==> config.mk <==
export PLATFORM = sky130hd
export DESIGN_NAME = usbfs_tx_arb
export DESIGN_NICKNAME = d
export VERILOG_FILES = /design/src/rtl/usbfs_tx_arb.sv
export SDC_FILE = /design/constraint.sdc
export NUM_CORES = 1
export LEC_CHECK = 0
export ABC_AREA = 0
export CAP_MARGIN = 20
export CORE_MARGIN = 3
export CORE_UTILIZATION = 40
export DETAILED_ROUTE_END_ITERATION = 8
export PLACE_DENSITY_LB_ADDON = 0.12
export SETUP_SLACK_MARGIN = 0.3
export SYNTH_ARGS = -nofsm -noshare
export SYNTH_HDL_FRONTEND = slang
export SYNTH_SLANG_ARGS = --single-unit
==> constraint.sdc <==
create_clock -name i_clk_12MHz -period 1.6 [get_ports i_clk_12MHz]
set_clock_uncertainty 0.1 [all_clocks]
set_input_delay 0.24 -clock i_clk_12MHz [delete_from_list [all_inputs] [get_ports i_clk_12MHz]]
set_output_delay 0.24 -clock i_clk_12MHz [all_outputs]
set_load 0.1 [all_outputs]
==> src/rtl/usbfs_tx_arb.sv <==
// usbfs_tx_arb: arbitrates between handshake and data packet requesters for a
// USB full-speed transmitter. It loads data payloads into the transmit buffer,
// presents the PID to the packet transmitter, and tracks per-endpoint DATA0/DATA1
// toggles, which only advance once the host ACKs the previous data packet.
module usbfs_tx_arb #(
  parameter int MAX_PKT = 8,
  parameter int N_EP = 2,
  localparam int EP_W = (N_EP > 1) ? $clog2(N_EP) : 1,
  localparam int IDX_W = $clog2(MAX_PKT),
  localparam int CNT_W = $clog2(MAX_PKT + 1)
) (
  input  logic             i_clk_12MHz,
  input  logic             i_rst,
  input  logic             i_hsReq,
  input  logic [3:0]       i_hsPid,
  output logic             o_hsGnt,
  input  logic             i_dataReq,
  input  logic [EP_W-1:0]  i_dataEp,
  input  logic             i_dataZlp,
  output logic             o_dataGnt,
  input  logic             i_byteValid,
  input  logic [7:0]       i_byte,
  input  logic             i_byteLast,
  output logic             o_byteReady,
  input  logic             i_hostAck,
  input  logic [N_EP-1:0]  i_toggleClr,
  output logic             o_awaitAck,
  output logic             o_txValid,
  input  logic             i_txReady,
  output logic [3:0]       o_txPid,
  input  logic             i_txEopDone,
  output logic             o_wrEn,
  output logic [IDX_W-1:0] o_wrIdx,
  output logic [7:0]       o_wrByte,
  output logic             o_busy
);

  localparam logic [3:0] PID_DATA0 = 4'b0011;
  localparam logic [3:0] PID_DATA1 = 4'b1011;
  localparam logic [CNT_W-1:0] LAST_CNT = CNT_W'(MAX_PKT - 1);

  typedef enum logic [1:0] {IDLE, LOAD, SEND, WAIT_EOP} stateType;

  stateType         state, stateNext;
  logic [3:0]       pidReg, pidNext;
  logic [EP_W-1:0]  epReg, epNext;
  logic             isData, isDataNext;
  logic [CNT_W-1:0] count, countNext;
  logic             awaitAck;
  logic [N_EP-1:0]  toggle;
  logic             ackTaken;

  logic             hsGnt, dataGnt, byteReady, wrEn, txValid;
  logic [IDX_W-1:0] wrIdx;
  logic [7:0]       wrByte;

  // Next-state and output decode: grants only in IDLE, byte writes only in LOAD.
  always_comb begin
    stateNext  = state;
    pidNext    = pidReg;
    epNext     = epReg;
    isDataNext = isData;
    countNext  = count;
    hsGnt      = 1'b0;
    dataGnt    = 1'b0;
    byteReady  = 1'b0;
    wrEn       = 1'b0;
    wrIdx      = '0;
    wrByte     = '0;
    txValid    = 1'b0;
    case (state)
      IDLE: begin
        if (i_hsReq) begin
          hsGnt      = 1'b1;
          pidNext    = i_hsPid;
          isDataNext = 1'b0;
          stateNext  = SEND;
        end else if (i_dataReq) begin
          dataGnt    = 1'b1;
          epNext     = i_dataEp;
          isDataNext = 1'b1;
          countNext  = '0;
          pidNext    = toggle[i_dataEp] ? PID_DATA1 : PID_DATA0;
          stateNext  = i_dataZlp ? SEND : LOAD;
        end
      end
      LOAD: begin
        byteReady = 1'b1;
        if (i_byteValid) begin
          wrEn      = 1'b1;
          wrIdx     = count[IDX_W-1:0];
          wrByte    = i_byte;
          countNext = count + CNT_W'(1);
          if (i_byteLast || count == LAST_CNT) begin
            stateNext = SEND;
          end
        end
      end
      SEND: begin
        txValid = 1'b1;
        if (i_txReady) begin
          stateNext = WAIT_EOP;
        end
      end
      WAIT_EOP: begin
        if (i_txEopDone) begin
          stateNext = IDLE;
        end
      end
      default: stateNext = IDLE;
    endcase
  end

  // State, latched PID/endpoint and byte counter registers.
  always_ff @(posedge i_clk_12MHz) begin
    if (i_rst) begin
      state  <= IDLE;
      pidReg <= '0;
      epReg  <= '0;
      isData <= 1'b0;
      count  <= '0;
    end else begin
      state  <= stateNext;
      pidReg <= pidNext;
      epReg  <= epNext;
      isData <= isDataNext;
      count  <= countNext;
    end
  end

  assign ackTaken = i_hostAck && awaitAck;

  // Pending-ACK flag: set when a data packet finishes, cleared by any grant or a host ACK.
  always_ff @(posedge i_clk_12MHz) begin
    if (i_rst) begin
      awaitAck <= 1'b0;
    end else if (hsGnt || dataGnt) begin
      awaitAck <= 1'b0;
    end else if (state == WAIT_EOP && i_txEopDone && isData) begin
      awaitAck <= 1'b1;
    end else if (ackTaken) begin
      awaitAck <= 1'b0;
    end
  end

  // Per-endpoint data toggles: an explicit clear beats an ACK-driven flip.
  always_ff @(posedge i_clk_12MHz) begin
    if (i_rst) begin
      toggle <= '0;
    end else begin
      for (int k = 0; k < N_EP; k++) begin
        if (i_toggleClr[k]) begin
          toggle[k] <= 1'b0;
        end else if (ackTaken && epReg == EP_W'(k)) begin
          toggle[k] <= ~toggle[k];
        end
      end
    end
  end

  // Outputs are forced quiet while reset is held, even in the first reset cycle.
  assign o_hsGnt     = hsGnt & ~i_rst;
  assign o_dataGnt   = dataGnt & ~i_rst;
  assign o_byteReady = byteReady & ~i_rst;
  assign o_wrEn      = wrEn & ~i_rst;
  assign o_wrIdx     = i_rst ? '0 : wrIdx;
  assign o_wrByte    = i_rst ? '0 : wrByte;
  assign o_txValid   = txValid & ~i_rst;
  assign o_txPid     = i_rst ? 4'b0000 : pidReg;
  assign o_awaitAck  = awaitAck & ~i_rst;
  assign o_busy      = (state != IDLE) & ~i_rst;

endmodule

==> qor.json, run 1 <==
{
  "post_place_instance_area": {"value": 1890, "unit": "um^2"},
  "tritoncts_buffers": {"value": 3},
  "holdBufCountCts": {"value": 0},
  "biggest_area_consumer_among_synthesized_cells": {"value": "sky130_fd_sc_hd__dfxtp_1"},
  "floorplan.initialDensity": {"value": 43.0, "unit": "%"},
  "place.gp.congestion": {"value": 0.787},
  "cts.sink_count": {"value": 15},
  "yosysSeqAreaShare": {"value": 30.7, "unit": "%"},
  "yosys-top-cells-area": {"value": "sky130_fd_sc_hd__dfxtp_1, sky130_fd_sc_hd__and3_1, sky130_fd_sc_hd__nor2_1"},
  "worst-endpoint-pin-kind": {"value": "top-level output"},
  "grt_start_max_net_pins": {"value": 13},
  "placement.setup.worst_slack": {"value": -0.214, "unit": "ns"},
  "status": {"value": "stopped before the end"},
  "synth_adder_area_share": {"value": 6.39, "unit": "%"},
  "cts.path.max_buffers": {"value": 2},
  "synth_area": {"value": 980, "unit": "um^2"},
  "syn-mean-instance-area": {"value": 8.37, "unit": "um^2"},
  "run.stop_error": {"value": "[ERROR DPL-0033] detailed placement checks failed during check placement."},
  "antenna_found_initial": {"value": 0},
  "synth_simple_gate_area_share": {"value": 34.2, "unit": "%"},
  "timing.grt.repair.worst_endpoint": {"value": "o_wrByte[3]"},
  "synth_seq_cells": {"value": 15},
  "main_combinational_cell_family_by_area_after_synthesis": {"value": "simple AND/OR/NAND/NOR gates"},
  "synthDominantCellAreaShare": {"value": 30.7, "unit": "%"},
  "synthXorXnorAreaFrac": {"value": 3.58, "unit": "%"},
  "std_cell_rows": {"value": 17},
  "synth_compound_gate_area_share": {"value": 13.2, "unit": "%"},
  "h-tree-depth": {"value": 1},
  "flow.stopped_at": {"value": "5_1_grt"},
  "synthesis.yosys.warnings": {"value": 0},
  "die-width": {"value": 55.5, "unit": "um"},
  "post_synth_inst_count": {"value": 117},
  "fp.dieH": {"value": 55.5, "unit": "um"},
  "synth.net_count": {"value": 147},
  "hpwl": {"value": 2430, "unit": "um"},
  "cts_root_buffer": {"value": "sky130_fd_sc_hd__clkbuf_4"},
  "synth.mux.area_fraction": {"value": 6.13, "unit": "%"},
  "pin_count": {"value": 47},
  "numPortBuffers": {"value": 46},
  "yosysUniqueCellTypes": {"value": 33}
}
-- cells by family after synthesis --
kind of cell,Yosys count
XOR/XNOR,4
flip-flops,15
AND/OR/NAND/NOR,59
multiplexers,6
adder cells (fa/ha/maj),5
AO/OA/AOI/OAI,16
buffers and inverters,12
-- what timing repair did --
item / CTS
setup buffers: 11
cloned: 3
endpoints found under the setup margin: 32
pin swaps: 15
gates resized for setup: 42
-- cell usage after synthesis, drive strengths merged --
library cell / number
a32oi: 2
nor2: 17
a221oi: 1
dfxtp: 15
and2: 2
mux2i: 6
nand2b: 2
xor2: 1
nor2b: 8
o21ai: 2
buf: 3
xnor2: 3
a211o: 1
ha: 5
and3: 11
a211oi: 3
o21bai: 1
a21oi: 5
nand3b: 3
a31o: 1
inv: 6
nor3: 5
clkbuf: 3
nand2: 6
and2b: 2
nand3: 3
-- metrics by stage --
| stage | std cells | TNS [ns] |
|---|---|---|
| detailed placement | 195 | -3.83 |
| global placement | 195 | -3.07 |
| floorplan | 117 | -0.732 |
| CTS | 213 | -2.76 |
==> run 2: changes to the inputs <==
--- a/config.mk
+++ b/config.mk
@@ -7,11 +7,10 @@
 export LEC_CHECK = 0
 export ABC_AREA = 0
 export CAP_MARGIN = 20
-export CORE_MARGIN = 3
-export CORE_UTILIZATION = 40
+export CORE_AREA = 3 3 64 66
 export DETAILED_ROUTE_END_ITERATION = 8
-export PLACE_DENSITY_LB_ADDON = 0.12
-export SETUP_SLACK_MARGIN = 0.3
+export DIE_AREA = 0 0 67 69
+export PLACE_DENSITY_LB_ADDON = 0.15
 export SYNTH_ARGS = -nofsm -noshare
 export SYNTH_HDL_FRONTEND = slang
 export SYNTH_SLANG_ARGS = --single-unit
==> run 2 against run 1 <==
Against the previous run:
- the flow now finishes, with violations (negative setup slack)
- synthesized cell count stayed put
- synthesized area stayed put
==> qor.json, run 2 <==
{
  "status": {"value": "finished with violations"},
  "violations": {"value": "negative setup slack"},
  "mostFrequentLayoutCell": {"value": "sky130_fd_sc_hd__clkdlybuf4s50_1"},
  "timing.final.setup_violations": {"value": 17},
  "h-tree-depth": {"value": 1, "change": "unchanged"},
  "route.antenna.remaining_nets": {"value": 0},
  "place.gp.congestion": {"value": 0.652, "change": "-17%"},
  "pin_count": {"value": 47, "change": "unchanged"},
  "maxSlewHeadroom": {"value": 82.1, "unit": "%"},
  "setup.reg_to_reg.worst_slack": {"value": -0.07, "unit": "ns"},
  "hpwl": {"value": 2200, "unit": "um", "change": "-9.3%"},
  "synthesis.yosys.warnings": {"value": 0, "change": "unchanged"},
  "timing_worst_setup_path_type": {"value": "reg2out"},
  "largest_registers": {"value": "count: 4 flops, pidReg: 4 flops"},
  "layout_min_cycle_time": {"value": 1.74, "unit": "ns"},
  "fp.dieH": {"value": 69, "unit": "um", "change": "+24%"},
  "grt-ovfl-total": {"value": 0},
  "synth-main-ff-cell": {"value": "sky130_fd_sc_hd__dfxtp_1"},
  "synth-edff-count": {"value": 0, "change": "unchanged"},
  "instances_no_fill": {"value": 229},
  "synthDominantCellAreaShare": {"value": 30.7, "unit": "%", "change": "unchanged"},
  "tritoncts_buffers": {"value": 3, "change": "unchanged"},
  "worst_ir_drop_vdd": {"value": 0.744, "unit": "mV"},
  "grt_setup_unrepaired": {"value": "true"},
  "yosysSeqAreaShare": {"value": 30.7, "unit": "%", "change": "unchanged"},
  "antenna_found_initial": {"value": 0},
  "drtPass1Iterations": {"value": 4},
  "remaining_drcs": {"value": 0},
  "start_kind": {"value": "register"},
  "synthMostInstantiatedCell": {"value": "sky130_fd_sc_hd__nor2_1"},
  "std_cell_rows": {"value": 22, "change": "+5"},
  "max_cap_violations": {"value": 0},
  "finalNetCount": {"value": 212},
  "synth_top_cells_by_count": {"value": "sky130_fd_sc_hd__nor2_1, sky130_fd_sc_hd__dfxtp_1, sky130_fd_sc_hd__and3_1"},
  "number_of_global_route_vias_before_repair": {"value": 1086},
  "synth_area": {"value": 980, "unit": "um^2", "change": "unchanged"},
  "floorplan.initialDensity": {"value": 27.0, "unit": "%", "change": "-16 points"},
  "post_synth_inst_count": {"value": 117, "change": "unchanged"},
  "numPortBuffers": {"value": 46, "change": "unchanged"},
  "clkTransAtPathRegs": {"value": 0.06, "unit": "ns"},
  "global_route.usage.total": {"value": 13.2, "unit": "%"},
  "final_util": {"value": 57.2, "unit": "%"},
  "post_synthesis_async_set_or_reset_flop_share": {"value": 0, "unit": "%", "change": "unchanged"},
  "yosysUniqueCellTypes": {"value": 33, "change": "unchanged"},
  "synth_seq_cells": {"value": 15, "change": "unchanged"},
  "floorplan.die_area": {"value": 4620, "unit": "um^2"},
  "cell_family_contributing_the_most_delay_on_the_critical_path": {"value": "simple AND/OR/NAND/NOR gates"},
  "via_per_inst": {"value": 4.56},
  "maxClockFrequency": {"value": 576, "unit": "MHz"},
  "power.static_leakage": {"value": 0.824, "unit": "nW"},
  "clk-insertion-delay-late": {"value": 0.25, "unit": "ns"},
  "powerDensity": {"value": 1240, "unit": "nW/um^2"},
  "drive_gt1_share": {"value": 46.4, "unit": "%"},
  "critPathRequiredTime": {"value": 1.26, "unit": "ns"},
  "biggest_area_consumer_among_synthesized_cells": {"value": "sky130_fd_sc_hd__dfxtp_1"},
  "number_of_max_slew_violations_in_the_final_report": {"value": 0},
  "min_period_over_period": {"value": 108, "unit": "%"},
  "layout_common_cells": {"value": "sky130_fd_sc_hd__clkdlybuf4s50_1, sky130_fd_sc_hd__buf_12, sky130_fd_sc_hd__buf_4"},
  "routed_wire_length_per_instance": {"value": 12.9, "unit": "um"},
  "syn-mean-instance-area": {"value": 8.37, "unit": "um^2", "change": "unchanged"},
  "syn_to_final_growth": {"value": 112, "unit": "%"},
  "stdcell_area": {"value": 2080, "unit": "um^2"},
  "crit_path_cell_trace": {"value": "inv_4, ha_4, and2b_2, and3_4, buf_12"},
  "power.total": {"value": 2.59, "unit": "mW"},
  "synth.net_count": {"value": 147, "change": "unchanged"},
  "hold_violations": {"value": 0},
  "vias": {"value": 1045},
  "fillerInstances": {"value": 331},
  "postRouteWirelength": {"value": 2950, "unit": "um"},
  "holdBufCountCts": {"value": 0, "change": "unchanged"},
  "critPathArrivalTime": {"value": 1.40, "unit": "ns"},
  "cp_max_fo": {"value": 6},
  "iteration_0_drc_count_of_the_detailed_router": {"value": 27},
  "yosys-top-cells-area": {"value": "sky130_fd_sc_hd__dfxtp_1, sky130_fd_sc_hd__and3_1, sky130_fd_sc_hd__nor2_1"},
  "grt_start_max_net_pins": {"value": 25},
  "cts.path.max_buffers": {"value": 2, "change": "unchanged"},
  "diodes": {"value": 0},
  "timing.final.ws_setup": {"value": -0.135, "unit": "ns"},
  "min_path_type": {"value": "reg2reg"},
  "die-width": {"value": 67, "unit": "um", "change": "+21%"},
  "cp_slowest_stage_delay": {"value": 0.35, "unit": "ns"},
  "crit_path_top_delay_cell": {"value": "sky130_fd_sc_hd__dfxtp_2"},
  "post_place_instance_area": {"value": 1900, "unit": "um^2", "change": "+0.66%"},
  "worst_slew_pin_slew": {"value": 0.268, "unit": "ns"},
  "cts.sink_count": {"value": 15, "change": "unchanged"},
  "clock_tree_from_tritoncts": {"value": "done"},
  "crit_buf_inv": {"value": 2},
  "grt_pass1_wl": {"value": 4850, "unit": "um"},
  "worstSetupEndpointType": {"value": "output pin"},
  "cts_root_buffer": {"value": "sky130_fd_sc_hd__clkbuf_8"},
  "place.detailed.instances": {"value": 218, "change": "+12%"},
  "core_region_area": {"value": 3630, "unit": "um^2"}
}
## run 2: where the power goes
| group | internal, mW | switching, mW | total [mW] |
|---|---|---|---|
| registers | 0.446 | 0.0565 | 0.502 |
| clock network | 0.172 | 0.139 | 0.311 |
| logic | 0.819 | 0.953 | 1.77 |
## run 2: logic make-up (layout without fill, tap and decap cells)
family                     Yosys count  in the layout  synth area share [%]
and+or+nand+nor                     59             60                  34.2
AOI/OAI and AO/OA                   16             16                  13.2
DFF                                 15             15                  30.7
buffers and inverters               12             75                  5.87
muxes                                6              6                  6.13
adders and majority gates            5              5                  6.39
xor gates and xnor gates             4              4                  3.58
## run 2: what timing repair did
item / 4_1_cts / 5_1_grt
endpoints found under the setup margin: 23 / 22
gates cloned: 1 / 0
buffers inserted: 3 / 3
gates resized for setup: 18 / 4
pin swaps: 13 / 12
endpoints found under the hold margin: 0 / 0
## run 2: worst min-delay path: stages, from the launching register on
cell and delay (ns):
sky130_fd_sc_hd__dfxtp_1 0.31, sky130_fd_sc_hd__nand2_1 0.05, sky130_fd_sc_hd__a21oi_1 0.05
## run 2: cell type report
type                    count  area [um^2]  share of cell area [%]
clock buffers               3         41.3                    1.99
well taps                  48         60.1                    2.89
repair buffers             65          833                    40.1
flip-flops and latches     15          305                    14.7
multi-input cells          91          807                    38.8
clock inverters             1         5.00                   0.241
inverters                   6         27.5                    1.32
## run 2: stage by stage
| stage | setup TNS, ns | hold slack, ns | setup WS (ns) |
|---|---|---|---|
| finish | -1.71 | 0.362 | -0.135 |
| global route | -2.62 | 0.410 | -0.181 |
| CTS | -1.76 | 0.358 | -0.142 |
| floorplan | -1.98 | 0.217 | -0.162 |
| global placement | -3.14 | 0.347 | -0.188 |
| detailed placement | -3.81 | 0.349 | -0.207 |
## run 2: worst paths after layout
check                                from           to  cells past startpoint
worst max register to register   state[1]     state[1]                      7
worst min register to register  pidReg[3]    pidReg[3]                      2
worst max-delay path             state[1]  o_wrByte[1]                      5
worst min-delay path            pidReg[3]    pidReg[3]                      2
## run 2: routing by layer
layer / GRT usage (%) / routed length [um]
met5: 0 / 0
met4: 2.70 / 14
met3: 4.23 / 201
met2: 23.6 / 1580
met1: 14.9 / 1160
Note: power is estimated with default switching activity, not from simulation.
